File: config.mk
export PLATFORM = sky130hd
export DESIGN_NAME = vram_arbiter
export DESIGN_NICKNAME = d
export VERILOG_FILES = /design/src/rtl/vram_arbiter_pkg.sv /design/src/rtl/vram_arbiter_fill_engine.sv /design/src/rtl/vram_arbiter.sv
export SDC_FILE = /design/constraint.sdc
export NUM_CORES = 1
export LEC_CHECK = 0
export CAP_MARGIN = 20
export CORE_MARGIN = 2
export CORE_UTILIZATION = 39
export DETAILED_ROUTE_END_ITERATION = 8
export PLACE_DENSITY = 0.86
export SETUP_SLACK_MARGIN = 0.5
export SYNTH_ARGS = -nofsm -noshare
export SYNTH_HDL_FRONTEND = slang
export SYNTH_SLANG_ARGS = --single-unit
File: constraint.sdc
create_clock -name vga_clk -period 2.4 [get_ports vga_clk]
set_clock_uncertainty 0.2 [all_clocks]
set_input_delay 0.48 -clock vga_clk [delete_from_list [all_inputs] [get_ports vga_clk]]
set_output_delay 0.48 -clock vga_clk [all_outputs]
set_load 0.01 [all_outputs]
File: src/rtl/vram_arbiter_pkg.sv
// Shared text-VRAM geometry, fill character and engine state encodings.
// Cell layout is {attr[2:0], char[7:0]}.
package vram_arbiter_pkg;

  localparam int         COLS      = 40;
  localparam int         ROWS      = 30;
  localparam int         AW        = 11;
  localparam int         DW        = 11;
  localparam logic [7:0] FILL_CHAR = 8'h20;

  localparam logic [2:0] ST_IDLE    = 3'd0;
  localparam logic [2:0] ST_FILL    = 3'd1;
  localparam logic [2:0] ST_SCRL_RD = 3'd2;
  localparam logic [2:0] ST_SCRL_WR = 3'd3;
  localparam logic [2:0] ST_DONE    = 3'd4;

  function automatic logic [10:0] make_cell(input logic [2:0] attr, input logic [7:0] ch);
    return {attr, ch};
  endfunction

endpackage

File: src/rtl/vram_arbiter_fill_engine.sv
// Clear-screen fill engine; with VRAM_SCROLL_EN defined it also performs a
// one-row scroll-up (copy rows 1..29 up, then blank the last row).
module vram_arbiter_fill_engine
  import vram_arbiter_pkg::*;
#(
  parameter int         COLS      = 40,
  parameter int         ROWS      = 30,
  parameter int         AW        = 11,
  parameter int         DW        = 11,
  parameter logic [7:0] FILL_CHAR = 8'h20
) (
  input  logic          clk,
  input  logic          rst_n,
  input  logic          clr_start,
  input  logic [2:0]    clr_attr,
  input  logic          scroll_start,
  input  logic          grant,
  input  logic [DW-1:0] rd_data,
  output logic          eng_req,
  output logic [AW-1:0] eng_addr,
  output logic          eng_we,
  output logic [DW-1:0] eng_wdata,
  output logic          eng_busy,
  output logic          eng_done
);

  localparam logic [AW-1:0] LAST_CELL = AW'(COLS * ROWS - 1);

  logic [2:0]    r_state;
  logic [AW-1:0] r_ptr;
  logic [2:0]    r_attr;

`ifdef VRAM_SCROLL_EN
  localparam logic [AW-1:0] LAST_SCRL = AW'(COLS * (ROWS - 1) - 1);
  localparam logic [AW-1:0] ROW_STEP  = AW'(COLS);

  logic [DW-1:0] r_hold;

  always_ff @(posedge clk or negedge rst_n) begin
    if (!rst_n)
      r_hold <= '0;
    else if (r_state == ST_SCRL_RD && grant)
      r_hold <= rd_data;
  end
`else
  logic w_unused;
  assign w_unused = scroll_start ^ (^rd_data);
`endif

  always_ff @(posedge clk or negedge rst_n) begin
    if (!rst_n) begin
      r_state <= ST_IDLE;
      r_ptr   <= '0;
      r_attr  <= '0;
    end else begin
      case (r_state)
        ST_IDLE: begin
          // Clear takes precedence over scroll when both are requested.
          if (clr_start) begin
            r_attr  <= clr_attr;
            r_ptr   <= '0;
            r_state <= ST_FILL;
          end
`ifdef VRAM_SCROLL_EN
          else if (scroll_start) begin
            r_attr  <= clr_attr;
            r_ptr   <= '0;
            r_state <= ST_SCRL_RD;
          end
`endif
        end
        ST_FILL: begin
          if (grant) begin
            if (r_ptr == LAST_CELL) r_state <= ST_DONE;
            else                    r_ptr   <= r_ptr + AW'(1);
          end
        end
`ifdef VRAM_SCROLL_EN
        ST_SCRL_RD: begin
          if (grant) r_state <= ST_SCRL_WR;
        end
        ST_SCRL_WR: begin
          // Leaving the copy phase with ptr at the start of the last row lets FILL blank it.
          if (grant) begin
            r_ptr   <= r_ptr + AW'(1);
            r_state <= (r_ptr == LAST_SCRL) ? ST_FILL : ST_SCRL_RD;
          end
        end
`endif
        ST_DONE: r_state <= ST_IDLE;
        default: r_state <= ST_IDLE;
      endcase
    end
  end

  always_comb begin
    eng_req   = 1'b0;
    eng_addr  = r_ptr;
    eng_we    = 1'b0;
    eng_wdata = DW'(make_cell(r_attr, FILL_CHAR));
    case (r_state)
      ST_FILL: begin
        eng_req = 1'b1;
        eng_we  = 1'b1;
      end
`ifdef VRAM_SCROLL_EN
      ST_SCRL_RD: begin
        eng_req  = 1'b1;
        eng_addr = r_ptr + ROW_STEP;
      end
      ST_SCRL_WR: begin
        eng_req   = 1'b1;
        eng_we    = 1'b1;
        eng_wdata = r_hold;
      end
`endif
      default: ;
    endcase
  end

  assign eng_busy = (r_state == ST_FILL) || (r_state == ST_SCRL_RD) || (r_state == ST_SCRL_WR);
  assign eng_done = (r_state == ST_DONE);

endmodule

File: src/rtl/vram_arbiter.sv
// Text-VRAM port arbiter: VGA fetch has absolute priority, CPU and the
// fill/scroll engine share the remaining slots round-robin. Optional: VRAM_SCROLL_EN.
module vram_arbiter
  import vram_arbiter_pkg::*;
#(
  parameter int         COLS      = vram_arbiter_pkg::COLS,
  parameter int         ROWS      = vram_arbiter_pkg::ROWS,
  parameter int         AW        = vram_arbiter_pkg::AW,
  parameter int         DW        = vram_arbiter_pkg::DW,
  parameter logic [7:0] FILL_CHAR = vram_arbiter_pkg::FILL_CHAR
) (
  input  logic          vga_clk,
  input  logic          rst,
  input  logic          vga_rdn,
  input  logic [AW-1:0] vga_addr,
  input  logic          cpu_req,
  input  logic          cpu_we,
  input  logic [AW-1:0] cpu_addr,
  input  logic [DW-1:0] cpu_wdata,
  output logic          cpu_ack,
  output logic [DW-1:0] cpu_rdata,
  input  logic          clr_start,
  input  logic [2:0]    clr_attr,
  input  logic          scroll_start,
  output logic          eng_busy,
  output logic          eng_done,
  output logic [AW-1:0] vram_addr,
  output logic [DW-1:0] vram_din,
  output logic          vram_we,
  input  logic [DW-1:0] vram_dout
);

  logic          r_cpu_ack;
  logic [DW-1:0] r_cpu_rdata;
  logic          r_cpu_first;

  logic          w_cpu_elig;
  logic          w_cpu_gnt;
  logic          w_eng_gnt;
  logic          w_eng_req;
  logic [AW-1:0] w_eng_addr;
  logic          w_eng_we;
  logic [DW-1:0] w_eng_wdata;

  vram_arbiter_fill_engine #(
    .COLS(COLS), .ROWS(ROWS), .AW(AW), .DW(DW), .FILL_CHAR(FILL_CHAR)
  ) u_engine (
    .clk          (vga_clk),
    .rst_n        (rst),
    .clr_start    (clr_start),
    .clr_attr     (clr_attr),
    .scroll_start (scroll_start),
    .grant        (w_eng_gnt),
    .rd_data      (vram_dout),
    .eng_req      (w_eng_req),
    .eng_addr     (w_eng_addr),
    .eng_we       (w_eng_we),
    .eng_wdata    (w_eng_wdata),
    .eng_busy     (eng_busy),
    .eng_done     (eng_done)
  );

  // Blocking the CPU during its own ack cycle keeps a held request from being granted twice.
  assign w_cpu_elig = cpu_req && !r_cpu_ack;
  assign w_cpu_gnt  = vga_rdn && w_cpu_elig && (!w_eng_req || r_cpu_first);
  assign w_eng_gnt  = vga_rdn && w_eng_req  && (!w_cpu_elig || !r_cpu_first);

  always_comb begin
    vram_addr = vga_addr;
    vram_we   = 1'b0;
    vram_din  = cpu_wdata;
    if (w_cpu_gnt) begin
      vram_addr = cpu_addr;
      vram_we   = cpu_we;
    end else if (w_eng_gnt) begin
      vram_addr = w_eng_addr;
      vram_we   = w_eng_we;
      vram_din  = w_eng_wdata;
    end
    if (!rst) vram_we = 1'b0;
  end

  always_ff @(posedge vga_clk or negedge rst) begin
    if (!rst) begin
      r_cpu_ack   <= 1'b0;
      r_cpu_rdata <= '0;
      r_cpu_first <= 1'b1;
    end else begin
      r_cpu_ack <= w_cpu_gnt;
      if (w_cpu_gnt && !cpu_we) r_cpu_rdata <= vram_dout;
      if (w_cpu_gnt)      r_cpu_first <= 1'b0;
      else if (w_eng_gnt) r_cpu_first <= 1'b1;
    end
  end

  assign cpu_ack   = r_cpu_ack;
  assign cpu_rdata = r_cpu_rdata;

endmodule

Word-level counts from Yosys, hierarchy flattened

Index checks and enable logic that the tools add are counted.

Flip-flop bits (word level): 30
Input bits: 54
Output and inout bits: 37
Logic and storage cells: 55

Add/sub/neg operators: 1
Eq/ne operators: 9
Mux-type cells: 18
Reductions and logical operators: 21

Operators by type and width:

| operator                                            | count |
|---|---|
| two-way mux 11 bit                                  | 7 |
| one-hot mux 11 bit (2 select lines)                 | 1 |
| adder 11 x 1 -> 11 bit, second input constant       | 1 |
| equality test 11 bit, second input constant         | 1 |
| two-way mux 3 bit                                   | 3 |
| equality test 3 x 2 -> 1 bit, second input constant | 2 |
| logical AND 1 bit                                   | 6 |
| two-way mux 1 bit                                   | 6 |
| one-hot mux 3 bit (2 select lines)                  | 1 |
| zero test 1 bit                                     | 5 |
| logical OR 1 bit                                    | 4 |
| != test 2 x 1 -> 1 bit, second input constant       | 2 |
| != test 2 bit, second input constant                | 2 |
| AND reduction 4 bit                                 | 1 |
| nonzero test 2 bit                                  | 2 |
| equality test 3 x 1 -> 1 bit, second input constant | 1 |
| equality test 3 bit, second input constant          | 1 |
| zero test 3 bit                                     | 1 |
| AND reduction 3 bit                                 | 1 |
| AND reduction 2 bit                                 | 1 |

Depth between registers and ports, before layout

Word-level depth: 8
Gate-level depth with buffers: 6
Mapped depth without buffers: 5

Modules after synthesis

A second synthesis with hierarchy kept.

Cell total of the unflattened synthesis: 174
Area, all modules: 1886.8 sq um

By module, submodules not included:

| module                   | times used | cells an instance | area an instance (sq um) | sequential area each (sq um) |
|---|---|---|---|---|
| vram_arbiter_fill_engine | 1          | 97                | 949.7                    | 400.4 |
| vram_arbiter             | 1          | 77                | 937.1                    | 326.6 |

Worst setup path before layout

No wires, ideal clock.

Kind: reg2out
From: register r_cpu_first
To: output port vram_addr[0]
Data arrival time: 1.394 ns
Data required time: 1.720 ns
Slack: 0.326 ns
Stages on the path, launching flop included: 6
Buffers on the path: 1
Cell sequence: dfstp_2 > nand3b_1 > and3_1 > buf_2 > a22o_1 > a21o_1

Word-level cells in the longest chain between the ends: 5
Elaborated cells between the ends (all ways): 7
Classes of those cells: 2 x mux; 5 x reduce/logical

Ends and longest elaborated chain:

| item                     | line               | source |
|---|---|---|
| start: declaration       | vram_arbiter.sv:35 | `logic r_cpu_first;` |
| start signal: assignment | vram_arbiter.sv:87 | `r_cpu_first <= 1'b1;` |
| start signal: assignment | vram_arbiter.sv:91 | `if (w_cpu_gnt) r_cpu_first <= 1'b0;` |
| start signal: assignment | vram_arbiter.sv:92 | `else if (w_eng_gnt) r_cpu_first <= 1'b1;` |
| zero test 1 bit          | vram_arbiter.sv:66 | `assign w_eng_gnt = vga_rdn && w_eng_req && (!w_cpu_elig \|\| !r_cpu_first);` |
| logical OR 1 bit         | vram_arbiter.sv:66 |  |
| logical AND 1 bit        | vram_arbiter.sv:66 |  |
| two-way mux 11 bit       | vram_arbiter.sv:75 | `end else if (w_eng_gnt) begin` |
| two-way mux 11 bit *     | vram_arbiter.sv:72 | `if (w_cpu_gnt) begin` |
| end: declaration         | vram_arbiter.sv:27 | `output logic [AW-1:0] vram_addr,` |

Mark *: on every way between the ends. The rest lies on a longest branch, timed or not.

Worst setup path after layout

From: register r_cpu_first
To: output port vram_addr[3]

The elaborated chain is that of the path after synthesis.

==> summary.md <==
| Metric | Value |
|---|---|
| Outcome | `finished with violations` |
| Failing checks | `negative setup slack` |
| Setup crit end kind | `output pin` |
| GRT Util Overall | `between 20% and 30%` |
| Peak Freq | `approximately 0.41 GHz` |
| Pre-antenna DRT Iters | `4` |
| Slew HR | `74.9%` |
| Die area | `4910 µm²` |
| CP max stage cell | `dfstp_2` |
| Critical path arrival | `roughly 1.8 ns` |
| GRT Residual Overflow | `0` |
| CTS clock-pin slew for the worst setup and hold paths | `roughly 0.07 ns` |
| Cells after Synth | `between 150 and 200` |
| Mean area per synthesized cell | `10.5 µm²` |
| Hpwl dp | `about 4000 µm` |
| Setup Crit Path Kind | `register to output pin` |
| Clock network power share | `between 20 and 25%` |
| Critical Path, Cell by Cell | `nand3b_1, and3_4, buf_6, a22o_1, a21o_1, buf_2` |
| Iteration-0 DRC Markers | `98` |
| HP Class | `register to register` |
| Via/cell ratio | `about 5.5` |
| Final setup fails | `12` |
| Num CTS Buffers | `5` |
| Peak VDD IR | `0.352 mV` |
| Final Core Density | `72.4%` |
| Synth Register Bits | `29` |
| Setup TNS | `-0.345 ns` |
| Cell internal pwr | `roughly 1400 µW` |
| Final net count | `337` |
| TritonCTS clock tree | `built` |
| Max incr delay on CP | `0.55 ns` |
| Synth Cell Area | `about 1700 µm²` |
| Root buffer cell | `clkbuf_8` |
| Register area share after synthesis | `between 40% and 50%` |
| Ranking of synthesized cells by area | `dfrtp_1 41%, mux2_4 8.8%, a21o_1 5.3%, a22o_1 4.6%, nand2_1 3.7%` |
| WL/cell | `17.8 µm` |
| Pin count of the biggest net entering global routing | `30` |
| Ratio of cells with drive above 1 in the final layout | `between 30% and 40%` |
| Pwr Density | `644 nW/µm²` |
| Net Switching | `652 µW` |
| Post-synthesis async set-or-reset flop share | `100%` |
| Antenna diodes | `0` |
| Final ANT Viol Nets | `0` |
| Crit path required time | `1.72 ns` |
| # clock sinks | `29` |
| Initial antenna violation count | `0` |
| First-pass GRT wire length | `9070 µm` |
| Number of enable flip-flop cells after synthesis | `0` |
| Combinational fraction of design power | `40.7%` |
| Die Y | `roughly 70 µm` |
| Largest area contributor in the netlist | `dfrtp_1` |
| GP Congestion | `around 0.85` |
| Row cnt | `24` |
| Yosys cell types | `between 40 and 50` |
| Max Slew Vio Count | `0` |
| Syn-to-layout area delta | `82.6%` |
| # IOs | `91` |
| RSZ-0062 raised after global routing | `yes` |
| Synth top area share | `41.1%` |
| Seq pwr share | `37.5%` |
| # H-tree levels | `2` |
| Ys flop type | `dfrtp_1` |
| Clock Tree Buf Depth | `2` |
| Max FO, Critical Path | `5` |
| Port bufs | `89` |
| Static Leakage | `approximately 0.0015 µW` |
| Final Hold Viols | `0` |
| Maxcap violations | `0` |
| Minimum clock period | `2.45 ns` |
| Initial Utilization | `a little under 40%` |
| Most common cell after layout, fill and taps aside | `clkdlybuf4s50_1` |
| Crit share post-route | `102%` |
| CP startpoint kind | `register` |
| WL final | `5960 µm` |
| Fin area | `about 3100 µm²` |
| Pre-CTS WS | `-0.634 ns` |
| Synth warnings | `0` |
| Setup ws final | `-0.0470 ns` |
| Remaining DRCs | `0` |
| Sw Ratio | `between 30% and 40%` |
| Placed Area | `2820 µm²` |
| Via count | `1847` |
| Number of global-route vias before repair | `between 1500 and 2000` |
| Clk_lat worst skew | `around 0.28 ns` |
| Worst Tran Pin Value | `approximately 0.38 ns` |
| Commonest non-fill, non-tap cells in the layout | `56 x clkdlybuf4s50_1, 27 x dfrtp_1, 18 x buf_2` |
| Syn nets | `217` |
| Core area | `approximately 4300 µm²` |
| Die X | `between 70 and 80 µm` |
per-stage QoR:
step | instances | hold WS [ns] | total power, µW
6_report | 335 | 0.310 | 2000
5_1_grt | 335 | 0.338 | 2110
4_1_cts | 329 | 0.309 | 1930
3_5_place_dp | 315 | 0.296 | 1500
3_3_place_gp | 315 | 0.267 | 1470
2_1_floorplan | 162 | -0.0156 | 1090
worst paths after layout:
check,startpoint,endpoint,slack (ns),cells past startpoint
worst max register to register,cpu_ack,cpu_rdata[1],0.31,7
min in group asynchronous,rst,cpu_rdata[1],0.48,2
max in group asynchronous,rst,r_cpu_first,1.21,2
worst min-delay path,cpu_rdata[4],cpu_rdata[4],0.31,1
worst max-delay path,r_cpu_first,vram_addr[3],-0.05,6
worst min register to register,cpu_rdata[4],cpu_rdata[4],0.31,1
cells by family (layout without fill, tap and decap cells):
group                    Yosys count  in the layout  share of synthesized area [%]
adder cells (fa/ha/maj)            1              1                          0.735
buffers and inverters             12            133                           3.60
flip-flops                        29             29                           42.7
AND/OR/NAND/NOR                   54             54                           19.0
multiplexers                      17             17                           13.2
AO/OA/AOI/OAI                     49             49                           20.8
power groups by stage:
stage	combinational [µW]	sequential (µW)	clock [µW]
6_report	815	752	437
5_1_grt	872	767	470
4_1_cts	754	733	446
3_5_place_dp	764	739	0
3_3_place_gp	745	725	0
2_1_floorplan	366	720	0
worst max-delay path: cells and delay by family, from the launching register on:
| family | cells | cell delay (ns) |
|---|---|---|
| AO/OA/AOI/OAI | 2 | 0.33 |
| AND/OR/NAND/NOR | 2 | 0.34 |
| buffers and inverters | 2 | 0.26 |
| flip-flops | 1 | 0.55 |
Yosys cell counts, drive strengths merged, types with 3 or more instances:
library cell	count
inv	3
nor2	5
nor2b	5
mux2i	3
mux2	14
o21a	3
a21oi	6
nand3	4
nand2	17
a22o	9
a31oi	7
o21ai	4
dfrtp	28
and2	7
buf	8
a21o	12
area by class of cell:
| cell class | instances | area [µm²] |
|---|---|---|
| clock buffer | 7 | 96.3 |
| clock inverter | 1 | 5.00 |
| fill | 298 | 1180 |
| inverter | 3 | 11.3 |
| multi-input combinational | 121 | 1010 |
| sequential | 29 | 728 |
| tap | 52 | 65.1 |
| timing repair buffer | 122 | 1200 |
flip-flops by register name, indices dropped and copies added, names as in the netlist:
name	flops
cpu_rdata	11
u_engine.r_attr	3
cpu_ack	1
u_engine.r_state	2
r_cpu_first	1
u_engine.eng_addr	11
metal layers:
metal	vias to the layer above	part of all wire, %	GRT usage, %
met2	104	52	41.1
met5	-	0	0
li1	837	-	-
met4	0	1.9	8.97
met3	11	7.5	6.49
met1	895	38	27.0
timing repair:
action / CTS / global route
cloned: 3 / 0
resized for setup: 113 / 33
endpoints found under the setup margin: 45 / 50
endpoints found under the hold margin: 0 / 0
setup buffers: 3 / 6
pin swaps: 6 / 10
hold buffers: 0 / 0
No activity file was read; power rests on OpenSTA's default activity.
